### config.mk
export PLATFORM = sky130hd
export DESIGN_NAME = io_bus_arbiter
export DESIGN_NICKNAME = d
export VERILOG_FILES = /design/src/rtl/io_arb_pkg.sv /design/src/rtl/io_arb_pick.sv /design/src/rtl/io_bus_arbiter.sv
export SDC_FILE = /design/constraint.sdc
export NUM_CORES = 1
export LEC_CHECK = 0
export BUFFER_PORTS_ARGS = -buffer_cell sky130_fd_sc_hd__buf_2
export CORE_MARGIN = 3
export CORE_UTILIZATION = 47
export DETAILED_ROUTE_END_ITERATION = 6
export HOLD_SLACK_MARGIN = 0.05
export PLACE_DENSITY_LB_ADDON = 0.15
export SYNTH_ARGS = -nofsm -noshare
export SYNTH_HDL_FRONTEND = slang
export SYNTH_SLANG_ARGS = --single-unit
### constraint.sdc
create_clock -name clk -period 2.1 [get_ports clk]
set_input_delay 0.105 -clock clk [delete_from_list [all_inputs] [get_ports clk]]
set_output_delay 0.105 -clock clk [all_outputs]
set_load 0.02 [all_outputs]
### src/rtl/io_arb_pkg.sv
// Shared types and constants for the two-master I/O bus arbiter.
package io_arb_pkg;

  // Arbiter FSM: bus idle, transaction on the bus, completion pulse to owner.
  typedef enum logic [1:0] {
    IDLE  = 2'd0,
    ISSUE = 2'd1,
    DONE  = 2'd2
  } io_arb_state_t;

  // Master indices.
  localparam logic M0 = 1'b0;
  localparam logic M1 = 1'b1;

endpackage

### src/rtl/io_arb_pick.sv
// Winner selection for the I/O bus arbiter.
// IO_ARB_ROUND_ROBIN_EN: when defined, ties go to the master that did not own the bus last;
// otherwise m0 always wins ties and no last-owner input exists.
module io_arb_pick
  import io_arb_pkg::*;
(
  input  logic i_m0_req,
  input  logic i_m1_req,
`ifdef IO_ARB_ROUND_ROBIN_EN
  input  logic i_last,
`endif
  output logic o_winner
);

  // A lone requester always wins; only a tie consults the policy.
  always_comb begin
    o_winner = M0;
    if (i_m0_req && i_m1_req) begin
`ifdef IO_ARB_ROUND_ROBIN_EN
      o_winner = (i_last == M0) ? M1 : M0;
`else
      o_winner = M0;
`endif
    end else if (i_m1_req) begin
      o_winner = M1;
    end
  end

endmodule

### src/rtl/io_bus_arbiter.sv
// Two-master arbiter for the 16-bit basic I/O register bus, with locked bursts of up to
// MAX_BURST transactions. Tie-break policy selected by IO_ARB_ROUND_ROBIN_EN (see io_arb_pick).
module io_bus_arbiter
  import io_arb_pkg::*;
#(
  parameter int unsigned MAX_BURST = 4
) (
  input  logic        clk,
  input  logic        rst_n,
  input  logic        m0_req,
  input  logic        m1_req,
  input  logic        m0_lock,
  input  logic        m1_lock,
  input  logic [15:0] m0_addr,
  input  logic [15:0] m1_addr,
  input  logic [15:0] m0_wdata,
  input  logic [15:0] m1_wdata,
  input  logic        m0_we,
  input  logic        m1_we,
  output logic        m0_gnt,
  output logic        m1_gnt,
  output logic        m0_ack,
  output logic        m1_ack,
  output logic [15:0] m0_rdata,
  output logic [15:0] m1_rdata,
  output logic [15:0] addr,
  output logic [15:0] data_in,
  input  logic [15:0] data_out,
  output logic        we
);

  localparam int unsigned CntW = $clog2(MAX_BURST) + 1;
  localparam logic [CntW-1:0] BurstLast = CntW'(MAX_BURST - 1);

  io_arb_state_t   r_state, w_state_nxt;
  logic            r_owner;
  logic [15:0]     r_addr, r_wdata;
  logic            r_we;
  logic [CntW-1:0] r_burst_cnt;
  logic            r_gnt0, r_gnt1, r_ack0, r_ack1;
  logic [15:0]     r_rdata0, r_rdata1;

  logic            w_winner, w_start, w_cont, w_release;
  logic            w_own_req, w_own_lock, w_cap_sel;
  logic [15:0]     w_cap_addr, w_cap_wdata;
  logic            w_cap_we;

`ifdef IO_ARB_ROUND_ROBIN_EN
  logic r_last;

  // Remember the most recent owner so the next tie goes the other way.
  always_ff @(posedge clk or negedge rst_n) begin
    if (!rst_n) begin
      r_last <= M1;
    end else if (w_start) begin
      r_last <= w_winner;
    end
  end
`endif

  io_arb_pick u_pick (
    .i_m0_req (m0_req),
    .i_m1_req (m1_req),
`ifdef IO_ARB_ROUND_ROBIN_EN
    .i_last   (r_last),
`endif
    .o_winner (w_winner)
  );

  assign w_own_req  = (r_owner == M1) ? m1_req  : m0_req;
  assign w_own_lock = (r_owner == M1) ? m1_lock : m0_lock;

  // New grant captures the winner; a locked continuation recaptures the current owner.
  assign w_cap_sel   = w_start ? w_winner : r_owner;
  assign w_cap_addr  = (w_cap_sel == M1) ? m1_addr  : m0_addr;
  assign w_cap_wdata = (w_cap_sel == M1) ? m1_wdata : m0_wdata;
  assign w_cap_we    = (w_cap_sel == M1) ? m1_we    : m0_we;

  // State register.
  always_ff @(posedge clk or negedge rst_n) begin
    if (!rst_n) begin
      r_state <= IDLE;
    end else begin
      r_state <= w_state_nxt;
    end
  end

  // Next-state and transition events.
  always_comb begin
    w_state_nxt = r_state;
    w_start     = 1'b0;
    w_cont      = 1'b0;
    w_release   = 1'b0;
    unique case (r_state)
      IDLE: begin
        if (m0_req || m1_req) begin
          w_state_nxt = ISSUE;
          w_start     = 1'b1;
        end
      end
      ISSUE: w_state_nxt = DONE;
      DONE: begin
        if (w_own_lock && w_own_req && (r_burst_cnt < BurstLast)) begin
          w_state_nxt = ISSUE;
          w_cont      = 1'b1;
        end else begin
          w_state_nxt = IDLE;
          w_release   = 1'b1;
        end
      end
      default: w_state_nxt = IDLE;
    endcase
  end

  // Capture registers, owner, burst counter and grants.
  always_ff @(posedge clk or negedge rst_n) begin
    if (!rst_n) begin
      r_addr      <= '0;
      r_wdata     <= '0;
      r_we        <= 1'b0;
      r_owner     <= M0;
      r_burst_cnt <= '0;
      r_gnt0      <= 1'b0;
      r_gnt1      <= 1'b0;
    end else begin
      if (w_start || w_cont) begin
        r_addr  <= w_cap_addr;
        r_wdata <= w_cap_wdata;
        r_we    <= w_cap_we;
      end
      if (w_start) begin
        r_owner     <= w_winner;
        r_burst_cnt <= '0;
        r_gnt0      <= (w_winner == M0);
        r_gnt1      <= (w_winner == M1);
      end else if (w_cont) begin
        // Only taken below BurstLast, so the counter saturates rather than wraps.
        r_burst_cnt <= r_burst_cnt + CntW'(1);
      end else if (w_release) begin
        r_gnt0 <= 1'b0;
        r_gnt1 <= 1'b0;
      end
    end
  end

  // Ack pulse and read data for the owner during DONE; zero at all other times.
  always_ff @(posedge clk or negedge rst_n) begin
    if (!rst_n) begin
      r_ack0   <= 1'b0;
      r_ack1   <= 1'b0;
      r_rdata0 <= '0;
      r_rdata1 <= '0;
    end else if (r_state == ISSUE) begin
      r_ack0   <= (r_owner == M0);
      r_ack1   <= (r_owner == M1);
      r_rdata0 <= (r_owner == M0) ? data_out : 16'h0;
      r_rdata1 <= (r_owner == M1) ? data_out : 16'h0;
    end else begin
      r_ack0   <= 1'b0;
      r_ack1   <= 1'b0;
      r_rdata0 <= '0;
      r_rdata1 <= '0;
    end
  end

  assign m0_gnt   = r_gnt0;
  assign m1_gnt   = r_gnt1;
  assign m0_ack   = r_ack0;
  assign m1_ack   = r_ack1;
  assign m0_rdata = r_rdata0;
  assign m1_rdata = r_rdata1;

  // Bus is driven only in ISSUE, so a reset drops it immediately.
  assign addr    = (r_state == ISSUE) ? r_addr  : 16'h0;
  assign data_in = (r_state == ISSUE) ? r_wdata : 16'h0;
  assign we      = (r_state == ISSUE) && r_we;

endmodule
* Yosys cells after proc, flatten, opt, wreduce, memory -nomap -nowiden
Index checks and enable logic that the tools add are counted.
Cells by class: eq/ne operators 4, shift-type cells 0, $add $sub $neg 1, mux-type cells 31, reductions and logical operators 10, multiply operators 0, div/mod/pow operators 0, $lt $le $gt $ge 1, bitwise logic cells 2
Operators with widths (number):
- two-way mux 16 bit | 8
- two-way mux 1 bit | 19
- two-way mux 3 bit | 2
- case mux 2 bit (3 select lines) | 1
- logical AND 1 bit | 4
- inequality test 2 bit, second input constant | 2
- nonzero test 2 bit | 2
- adder 3 x 1 -> 3 bit, second input constant | 1
- < comparator 3 x 2 -> 1 bit, second input constant | 1
- equality test 2 x 1 -> 1 bit, second input constant | 1
- equality test 2 bit, second input constant | 1
- logical NOT 2 bit | 1
- logical OR 1 bit | 2
- two-way mux 2 bit | 1
- NOT 1 bit | 2
- AND reduction 2 bit | 1
Storage, ports and cells: output and inout bits 69, memories kept 0, bits in latches 0, bits of input ports 88, bits in read-only memories 0, word-level logic and storage cells 61, bits in writable memories 0, register bits 75

* Depth between registers and ports, before layout
Gate-level depths: netlist of the first run.
depth in word-level cells 8, mapped depth 5, mapped depth without buffers 4

* By module
Synthesis of the first run repeated with hierarchy kept, for this count alone.
Unflattened totals: cells, all modules 452, area total of the unflattened synthesis 4357.9 um2
Modules (own cells, without submodules):
- io_bus_arbiter | area an instance 4344.2 um2, cells each 451, instances 1
- io_arb_pick | area an instance 13.8 um2, cells each 1, instances 1

* Worst setup path before layout of the first run
Ideal clock, no wire load.
path kind register to register, from reg r_owner, to reg r_addr[0], stages on the path, launching flop included 6, clock period less this slack 1.885 ns, arrival time 1.759 ns, data required time 1.975 ns, slack 0.215 ns, library setup time 0.125 ns, path through dfrtp_1 clkbuf_1 o2bb2ai_1 buf_2 mux2_2 mux2_4
On the way: cells in the longest elaborated chain, start to end 6, elaborated cells between the ends (all ways) 9
RTL lines:
- start, declared | line io_bus_arbiter.sv:36 | logic r_owner;
- start signal, assigned | line io_bus_arbiter.sv:132 | r_owner <= w_winner;
- two-way mux 1 bit (on tied branches) | line io_bus_arbiter.sv:71, io_bus_arbiter.sv:70
- logical AND 1 bit (2 in a row) | line io_bus_arbiter.sv:103 | if (w_own_lock && w_own_req && (r_burst_cnt < BurstLast)) begin
- two-way mux 1 bit | line io_bus_arbiter.sv:103
- two-way mux 1 bit | line io_bus_arbiter.sv:94 | unique case (r_state)
- logical OR 1 bit | line io_bus_arbiter.sv:126 | if (w_start || w_cont) begin
- end signal, assigned | line io_bus_arbiter.sv:127 | r_addr <= w_cap_addr;
- end, declared | line io_bus_arbiter.sv:37 | logic [15:0] r_addr, r_wdata;
Several ways; a longest one is shown, not always the timed one. A chain may end at the register's enable or synchronous reset.

* Worst setup path in the final report of the first run
from reg r_owner, to reg r_wdata[13]
On the way: cells in the longest elaborated chain, start to end 6, elaborated cells between the ends (all ways) 9
RTL lines:
- two-way mux 1 bit (on tied branches) | line io_bus_arbiter.sv:71, io_bus_arbiter.sv:70
- logical AND 1 bit (2 in a row) | line io_bus_arbiter.sv:103
- two-way mux 1 bit | line io_bus_arbiter.sv:103
- two-way mux 1 bit | line io_bus_arbiter.sv:94
- logical OR 1 bit | line io_bus_arbiter.sv:126
- end signal, assigned | line io_bus_arbiter.sv:128 | r_wdata <= w_cap_wdata;
- end, declared | line io_bus_arbiter.sv:37
Several ways; a longest one is shown, not always the timed one.

==> metrics.csv, run 1 <==
metric,value,unit
status,"finished, final reports clean",
grt-ovfl-total,0,
async_flop_share,100.0,%
peakVddDrop,779.4,µV
clkTransAtPathRegs,0.08,ns
hold_violations,0,
place_congestion,0.7336,
ys.flop_type,dfrtp_1,
tritoncts,yes,
clock-root-buffer,clkbuf_8,
critical_path_class,reg -> reg,
rsz0062_at_grt,no,
slew-limit-headroom,39.09,%
grt_antenna_before_repair,0,
leakagePower,2.606,nW
setup_viol,0,
vias,2491,
ant_nets,0,
cts.htree.levels,3,
worstPathRequired,2.33,ns
yosys.cell_count.top_type,dfrtp_1,
finalNetCount,520,
worstSetupStartpoint,r_owner,
fillers,553,
io_buffers,156,
grt_use_total,19.17,%
hp-class,in -> reg,
die_height,91.22,µm
yosys-top-cells-area,"dfrtp_1, mux2_2, mux2_4",
avgViaCountPerCell,4.682,
crit_path_end,r_wdata[13],
rrSetupSlack,0.09,ns
synth_common_cells,"dfrtp_1, and2_1, mux2_2, mux2_4, and3_1",
synth-seq-cells,75,
fin_skew,0.006403,ns
cts_buffers,9,
io_pins,157,
grt_pass1_wl,12.55,mm
cts_buffer_depth,2,
core-area,6907,µm²
worstRegToRegCells,6,
synth_edf_count,0,
synth_top_area_cell,dfrtp_1,
yosysWarnings,0,
fin_crit,2.008,ns
p_per_area,1442,nW/µm²
critPathCaptureType,register,
syn_avg_cell_area,13.65,µm²
first_global_vias,2598,
yosysTopAreaCellShare,54.99,%
drv_cap,0,
fp.dieW,91.22,µm
r2r_end,r_wdata[13],
reg2reg_from,r_owner,
utilization,69.04,%
antenna_cells,0,
syn-instance-count,250,
max_freq,498.0,MHz
cts.sinks,75,
grt_max_degree,76,
yosys.cell_types.count,26,
rows,30,
first_iter_violations,64,
wl,7.898,mm
clk_latency,0.34,ns
dr.pass1.iters,4,
finalSetupTns,0,ns
crit_arrival,2.24,ns
finalMaxSlewViolations,0,
dieArea,8321,µm²
wire_per_inst,14.85,µm
drive_gt1_share,58.94,%
area_growth,39.70,%
period_share,95.62,%
drc,0,
timing_worst_slew_pin_value,0.9136,ns
dp_hpwl,5.153,mm
start_kind,register,
start_util,49.42,%
syn-num-nets,339,
synthesis.area,3413,µm²
yosysSeqAreaShare,54.99,%
cp_max_fo,20,
## registers in the layout (all words and copies together), names as in the netlist
register / count
m1_gnt: 1
m0_rdata: 16
r_wdata: 16
r_we: 1
m1_rdata: 16
r_state: 2
r_owner: 1
r_addr: 16
m0_ack: 1
m1_ack: 1
r_burst_cnt: 3
m0_gnt: 1
## cell families (layout without fill, tap and decap cells)
group	after synthesis	in the layout	synth area share, %
DFF	75	75	54.99
adders and majority gates	1	1	0.3665
AOI/OAI and AO/OA	11	12	2.456
muxes	67	67	25.18
and+or+nand+nor	77	77	14.15
buffers and inverters	19	204	2.859
## worst max-delay path: stages, from the launching register on
cell and delay [ns]:
dfrtp_1 0.48, buf_4 0.24, nand3b_1 0.23, a211oi_4 0.33, nor2_4 0.05, buf_4 0.23, mux2_4 0.33
## metal layers
metal	GRT usage (%)	up-vias	part of all wire [%]
met2	31.94	111	48
met3	5.468	13	7.1
li1	-	1207	-
met1	23.50	1160	43
met4	7.538	0	1.6
met5	0	-	0
## metrics by stage
stage	cell area, µm²	worst slack [ns]	hold WS, ns	power (mW)	std cells
floorplan	3413	0.2154	-0.1906	4.676	250
global placement	4327	0.04223	0.3065	5.525	497
finish	4768	0.09202	0.1139	6.874	532
CTS	4733	0.02070	0.09725	6.882	531
global route	4768	0.004653	0.1021	7.317	532
detailed placement	4327	0.03653	0.2986	5.594	497
## cell type report
cell class | count | area, µm² | share of cell area [%]
clock inverter | 6 | 88.84 | 1.863
timing repair buffer | 183 | 1031 | 21.62
inverter | 5 | 18.77 | 0.3936
clock buffer | 10 | 137.6 | 2.886
multi-input combinational | 157 | 1495 | 31.36
tap | 96 | 120.1 | 2.519
sequential | 75 | 1877 | 39.36
## repair_timing
item                                   4_1_cts  5_1_grt
endpoints found under the hold margin      108        0
setup buffers                                0        0
hold buffers                                18        0
resized for setup                            0        3
setup endpoints to repair                    0       33
## worst min path at each step
stage / slack, ns / cells after the start / to / from
after floorplan: -0.19 / 0 / m0_ack / rst_n
after global placement: 0.31 / 1 / m0_rdata[12] / rst_n
after detailed placement: 0.30 / 1 / m0_rdata[12] / rst_n
after CTS: 0.1 / 3 / r_addr[5] / m1_addr[5]
after global routing: 0.10 / 3 / r_wdata[15] / m0_wdata[15]
final: 0.11 / 3 / r_addr[5] / m1_addr[5]
## where the power goes
group,internal [mW],switching (mW),total (mW)
Sequential,1.98,0.262,2.24
Combinational,1.71,1.69,3.40
Clock,0.701,0.528,1.23
Total,4.39,2.48,6.87
## layout by cell type, fill, tap and decap left out, types with 3 or more instances in the layout
cell,n
and3_1,16
and2_1,50
clkbuf_8,10
o21ai_0,3
buf_4,10
buf_2,155
mux2_4,28
inv_1,5
mux2_2,39
dfrtp_1,75
dlygate4sd3_1,18
No activity file was read; power rests on OpenSTA's default activity.
==> run 2, diff against run 1 <==
CAP_MARGIN = 10   (was not set)
CORE_UTILIZATION = 50   (was 47)
SYNTH_HIERARCHICAL = 1   (was not set)
==> run 2 against run 1 <==
  * Flip-flop and latch count stayed put
  * Highest routed layer unchanged
  * Non-clock buffer count is 6 higher
  * Critical path depth fell by 2
  * Design area up 17%
==> metrics.csv, run 2 <==
metric,value,unit,change
comb_power_share,58.0,%,+8.5 points
async_flop_share,100.0,%,unchanged
whs_path_depth,3,,unchanged
clkTransAtPathRegs,0.09,ns,about the same
setup_slack,0.3264,ns,+0.2344 ns
clock-root-buffer,clkbuf_8,,
timing_worst_slew_pin_value,0.7291,ns,-0.1846 ns
drive_gt1_share,37.62,%,-21 points
drc,0,,unchanged
hp-class,in -> reg,,
wl,12.27,mm,+55%
dieArea,9872,µm²,+19%
status,"finished, final reports clean",,
io_pins,157,,unchanged
cts_resized,0,,unchanged
yosys-top-cells-area,"dfrtp_1, and2_1, a311oi_1",,
grt_max_degree,86,,+13%
crit_slowest_cell,dfrtp_1,,
grt_antenna_before_repair,0,,unchanged
die_height,99.36,µm,+8.9%
fin_skew,0.009057,ns,+0.002654 ns
pre_cts_slack,0.3544,ns,+0.3179 ns
utilization,66.97,%,-2.1 points
yosys.cell_types.count,33,,+27%
syn_avg_cell_area,9.641,µm²,-29%
yosys.cell_count.top_type,dfrtp_1,,
path_cells,"nor2b_4, buf_12, and2_1, buf_2",,
p_clk_share,14.4,%,-3.5 points
worstRegToRegCells,5,,-1
start_util,52.25,%,+2.8 points
cts.sinks,75,,unchanged
setup_viol,0,,unchanged
worstPathRequired,2.00,ns,-0.33 ns
p_int,4.422,mW,+0.66%
hold_ws,0.09819,ns,-0.01568 ns
finalMaxSlewViolations,0,,unchanged
layout_commonest_cell,buf_2,,
crit_arrival,1.67,ns,-0.57 ns
hold_violations,0,,unchanged
syn-instance-count,452,,+81%
first_global_vias,4198,,+62%
yosysTopAreaCellShare,43.07,%,-12 points
place_congestion,0.8522,,+16%
synth-seq-cells,75,,unchanged
antenna_cells,0,,unchanged
p_per_area,1446,nW/µm²,+0.33%
peakVddDrop,635.8,µV,-18%
wire_per_inst,17.25,µm,+16%
dr.pass1.iters,5,,+1
drv_cap,0,,unchanged
rsz0062_at_grt,no,,
yosysSeqAreaShare,43.07,%,-12 points
leakagePower,2.669,nW,+2.4%
ctsHoldBuffers,17,,-1
power.switching,3.657,mW,+47%
critPathCaptureType,primary output,,
avgViaCountPerCell,5.872,,+25%
synth_common_cells,"dfrtp_1, and2_1, nand2_1, nand2b_1",,
io_buffers,156,,unchanged
start_kind,register,,
area_growth,28.17,%,
yosysWarnings,6,,+6
ys.flop_type,dfrtp_1,,
post_cts_buffers,0,,unchanged
grt_use_total,24.73,%,+5.6 points
cts_buffer_depth,2,,unchanged
final_cell_mix,"buf_2, dfrtp_1, and2_1",,
cts.htree.levels,3,,unchanged
critical_path_class,reg -> out,,
tritoncts,yes,,
vias,4175,,+68%
cp_max_fo,30,,+50%
core-area,8341,µm²,+21%
grt_pass1_wl,19.79,mm,+58%
synth_edf_count,0,,unchanged
ant_nets,0,,unchanged
fin_crit,1.774,ns,-0.2344 ns
period_share,84.46,%,-11 points
dp_hpwl,8.238,mm,+60%
finalSetupTns,0,ns,unchanged
cts_buffers,9,,unchanged
fp.dieW,99.36,µm,+8.9%
netSwitchingFraction,45.27,%,+9.2 points
rows,33,,+10%
synthesis.area,4358,µm²,+28%
finalNetCount,690,,+33%
first_iter_violations,228,,+260%
clk_latency,0.35,ns,about the same
p_seq_share,27.6,%,-5.0 points
max_freq,563.8,MHz,+13%
grt-ovfl-total,0,,unchanged
slew-limit-headroom,51.39,%,+12 points
synth_top_area_cell,dfrtp_1,,
max_stage_delay,0.44,ns,-0.04 ns
syn-num-nets,541,,+60%
[run 2: cell types whose count changed after synthesis, moves of 5 or more]
| cell | previous run | this run |
|---|---|---|
| mux2_2 | 39 | 1 |
| nand2_1 | 1 | 39 |
| nand2b_1 | 0 | 34 |
| a311oi_1 | 0 | 33 |
| nor4b_1 | 0 | 33 |
| a22oi_1 | 1 | 33 |
| nor3_1 | 1 | 33 |
| a21oi_2 | 0 | 29 |
| mux2_4 | 28 | 0 |
| buf_2 | 3 | 19 |
| clkbuf_1 | 8 | 23 |
| buf_4 | 0 | 6 |
| inv_1 | 5 | 0 |
[run 2: power groups by stage]
stage	logic, mW	clock network (mW)	registers (mW)
after floorplan	3.24	0	2.38
after global placement	4.57	0	2.23
after detailed placement	4.67	0	2.26
after CTS	4.71	1.19	2.23
after global routing	5.11	1.24	2.29
final	4.69	1.17	2.23
[run 2: cells by family (layout without fill, tap and decap cells)]
logic type               Yosys count  after routing  synth area share (%)
AO/OA/AOI/OAI                    104            104                 19.81
flip-flops                        75             75                 43.07
multiplexers                       1              1                0.2584
AND/OR/NAND/NOR                  219            219                 30.52
adder cells (fa/ha/maj)            1              1                0.2871
buffers and inverters             52            206                 6.058
[run 2: path summary, 6_finish.rpt]
kind | to | slack (ns) | from
min reg2reg | r_wdata[2] | 0.52 | r_wdata[2]
min in group asynchronous | m1_rdata[0] | 0.23 | rst_n
max reg2reg | m1_gnt | 0.33 | r_owner
max in group asynchronous | r_addr[1] | 1.30 | rst_n
min | r_wdata[9] | 0.1 | m1_wdata[9]
max | data_in[10] | 0.33 | r_state[1]
[run 2: critical path, delay by kind of cell (launching register included)]
| family | cells | cell delay [ns] |
|---|---|---|
| flip-flops | 1 | 0.44 |
| AND/OR/NAND/NOR | 2 | 0.49 |
| buffers and inverters | 2 | 0.39 |
[run 2: layout make-up]
cell class              instances  area (µm²)
clock inverters                 6       71.32
repair buffers                189        1136
inverters                       1       3.754
fillers                       695        2755
clock buffers                  10       137.6
multi-input cells             325        2227
flip-flops and latches         75        1878
well taps                     105       131.4
[run 2: routing by layer]
layer / vias to the layer above / track usage, % / wire length [µm]
li1: 1943 / - / -
met5: - / 0 / 0
met2: 177 / 43.90 / 6284
met3: 16 / 4.909 / 912
met1: 2039 / 29.68 / 4910
met4: 0 / 9.034 / 160
[run 2: per-stage QoR]
stage / cell area (µm²) / cells / power [mW]
final: 5585 / 711 / 8.079
after global placement: 5206 / 678 / 6.796
after floorplan: 4358 / 452 / 5.616
after global routing: 5585 / 711 / 8.633
after detailed placement: 5206 / 678 / 6.927
after CTS: 5585 / 711 / 8.123
==> run 3, diff against run 2 <==
clock period = 1.68 ns   (was 2.1 ns; I/O delays follow)
==> run 3 against run 2 <==
  * Worst setup slack worse by 0.29 ns
  * Largest power group unchanged
  * Worst hold slack worse by 0.013 ns
  * Core utilization up 4.2 points
  * Final cell count up 2.1%
  * Clock-buffer cell count unchanged
  * Global-route usage down 0.45 points
  * Routed wire length up 5.7%
  * Design area up 6.3%
  * Combinational power up 42%
  * Non-clock buffer count up 15
  * Clock skew down 0.00089 ns
  * Flip-flop and latch count unchanged
==> metrics.csv, run 3 (same netlist as run 2, synthesis figures left out) <==
metric,value,unit,change
status,"finished, final reports clean",,
hold_start,m1_addr[5],,
leakagePower,2.835,nW,+6.2%
clock-root-buffer,clkbuf_8,,
comb_power_share,59.8,%,+1.8 points
finalNetCount,705,,+2.2%
utilization,71.20,%,+4.2 points
fin_skew,0.008163,ns,-0.0008941 ns
cts.sinks,75,,unchanged
start_util,52.25,%,unchanged
hold_ws,0.08535,ns,-0.01284 ns
hold_violations,0,,unchanged
grt_use_total,24.28,%,-0.45 points
drc,0,,unchanged
wl,12.97,mm,+5.7%
cp_max_fo,6,,-80%
path_cells,"nor2b_4, buf_12, buf_12, and2_1, buf_4",,
drv_cap,0,,unchanged
setup_viol,0,,unchanged
tritoncts,yes,,
final_cell_mix,"buf_2, dfrtp_1, and2_1",,
grt_max_degree,69,,-20%
reg2reg_from,r_owner,,
timing_worst_slew_pin_value,0.5712,ns,-0.1579 ns
place_congestion,0.8562,,+0.47%
slew-limit-headroom,61.92,%,+11 points
first_iter_violations,220,,-3.5%
wire_per_inst,17.86,µm,+3.5%
cts_buffer_depth,2,,unchanged
grt-ovfl-total,0,,unchanged
peakVddDrop,997.0,µV,+57%
netSwitchingFraction,42.87,%,-2.4 points
rows,33,,unchanged
period_share,98.04,%,
drive_gt1_share,40.10,%,+2.5 points
cts.htree.levels,3,,unchanged
layout_commonest_cell,buf_2,,
p_int,6.382,mW,+44%
die_height,99.36,µm,unchanged
grt_pass1_wl,19.51,mm,-1.4%
p_clk_share,15.3,%,+0.9 points
fp.dieW,99.36,µm,unchanged
dr.pass1.iters,5,,unchanged
grt_antenna_before_repair,0,,unchanged
worstSetupStartpoint,r_state[0],,
use_met3,4.067,%,-0.84 points
max_stage_delay,0.41,ns,-0.03 ns
hp-class,in -> reg,,
p_per_area,1881,nW/µm²,+30%
met2_usage,42.15,%,-1.8 points
rsz0062_at_grt,yes,,
area_growth,36.26,%,
clkTransAtPathRegs,0.08,ns,about the same
p_seq_share,25.0,%,-2.6 points
critical_path_class,reg -> out,,
ant_nets,0,,unchanged
worstPathRequired,1.60,ns,-0.40 ns
avgViaCountPerCell,5.767,,-1.8%
use_met1,30.88,%,+1.2 points
place_inst,683,,+0.74%
finalSetupTns,0,ns,unchanged
stdcell_count,726,,+2.1%
max_freq,607.1,MHz,
core-area,8341,µm²,unchanged
antenna_cells,0,,unchanged
fin_crit,1.647,ns,
vias,4187,,+0.29%
cts_buffers,9,,unchanged
power.switching,4.790,mW,+31%
start_kind,register,,
cp_common_cell,buf_12,,
path_buf_inv,3,,+1
critPathCaptureType,primary output,,
dp_hpwl,8.199,mm,-0.47%
dieArea,9872,µm²,unchanged
clk_latency,0.34,ns,about the same
finalMaxSlewViolations,0,,unchanged
io_pins,157,,unchanged
grt-busiest-layer,met2,,
io_buffers,156,,unchanged
cp_top_family,buffers and inverters,,
first_global_vias,4024,,-4.1%
crit_slowest_cell,dfrtp_1,,
crit_arrival,1.56,ns,-0.11 ns
## run 3: cell count changes in the layout (fill, tap and decap cells not counted), moves of 3 or more
cell | previous run | this run
buf_12 | 5 | 8
buf_8 | 0 | 4
buf_4 | 12 | 18
buf_2 | 155 | 151
clkbuf_16 | 0 | 5
## run 3: per-stage QoR
| stage | power (mW) | worst slack [ns] | area, µm² |
|---|---|---|---|
| after floorplan | 7.020 | 0.1838 | 4358 |
| after global placement | 8.571 | 0.07553 | 5256 |
| after detailed placement | 8.718 | 0.02534 | 5256 |
| after CTS | 10.49 | -0.0003837 | 5684 |
| after global routing | 11.90 | -0.06463 | 5938 |
| final | 11.17 | 0.03293 | 5938 |
## run 3: path summary, 6_finish.rpt
path,depth (start not counted),slack (ns),end
max,5,0.03,addr[0]
min,3,0.09,r_addr[5]
max reg2reg,5,0.04,r_wdata[12]
min reg2reg,2,0.52,r_we
max in group asynchronous,3,0.82,m1_rdata[5]
min in group asynchronous,2,0.29,r_wdata[3]
## run 3: area by class of cell
type / instances / area [µm²]
tap: 105 / 131.4
inverter: 1 / 8.758
timing repair buffer: 204 / 1418
clock inverter: 6 / 112.6
clock buffer: 10 / 137.6
multi-input combinational: 325 / 2252
sequential: 75 / 1878
fill: 643 / 2402
## run 3: power by group through the flow
stage	logic [mW]	registers [mW]	clock network (mW)
floorplan	4.05	2.97	0
global placement	5.79	2.78	0
detailed placement	5.91	2.81	0
CTS	5.98	2.78	1.73
global route	7.22	2.86	1.81
finish	6.68	2.79	1.71
## run 3: worst register-to-register path, stage by stage (launching register included)
cell	delay, ns
dfrtp_2	0.43
nand3b_4	0.17
a2111oi_4	0.44
buf_4	0.33
nor3_1	0.10
a21oi_2	0.11
## run 3: per-layer routing
layer | routed length (µm) | vias to the layer above
li1 | - | 1985
met1 | 5361 | 2010
met2 | 6554 | 177
met3 | 898 | 15
met4 | 151 | 0
met5 | 0 | -
## run 3: timing repair
action	CTS	global route
hold buffers	17	0
hold endpoints to repair	73	0
cloned	0	7
setup endpoints to repair	6	47
gates resized for setup	2	23
pin swaps	1	2
buffers inserted	0	3
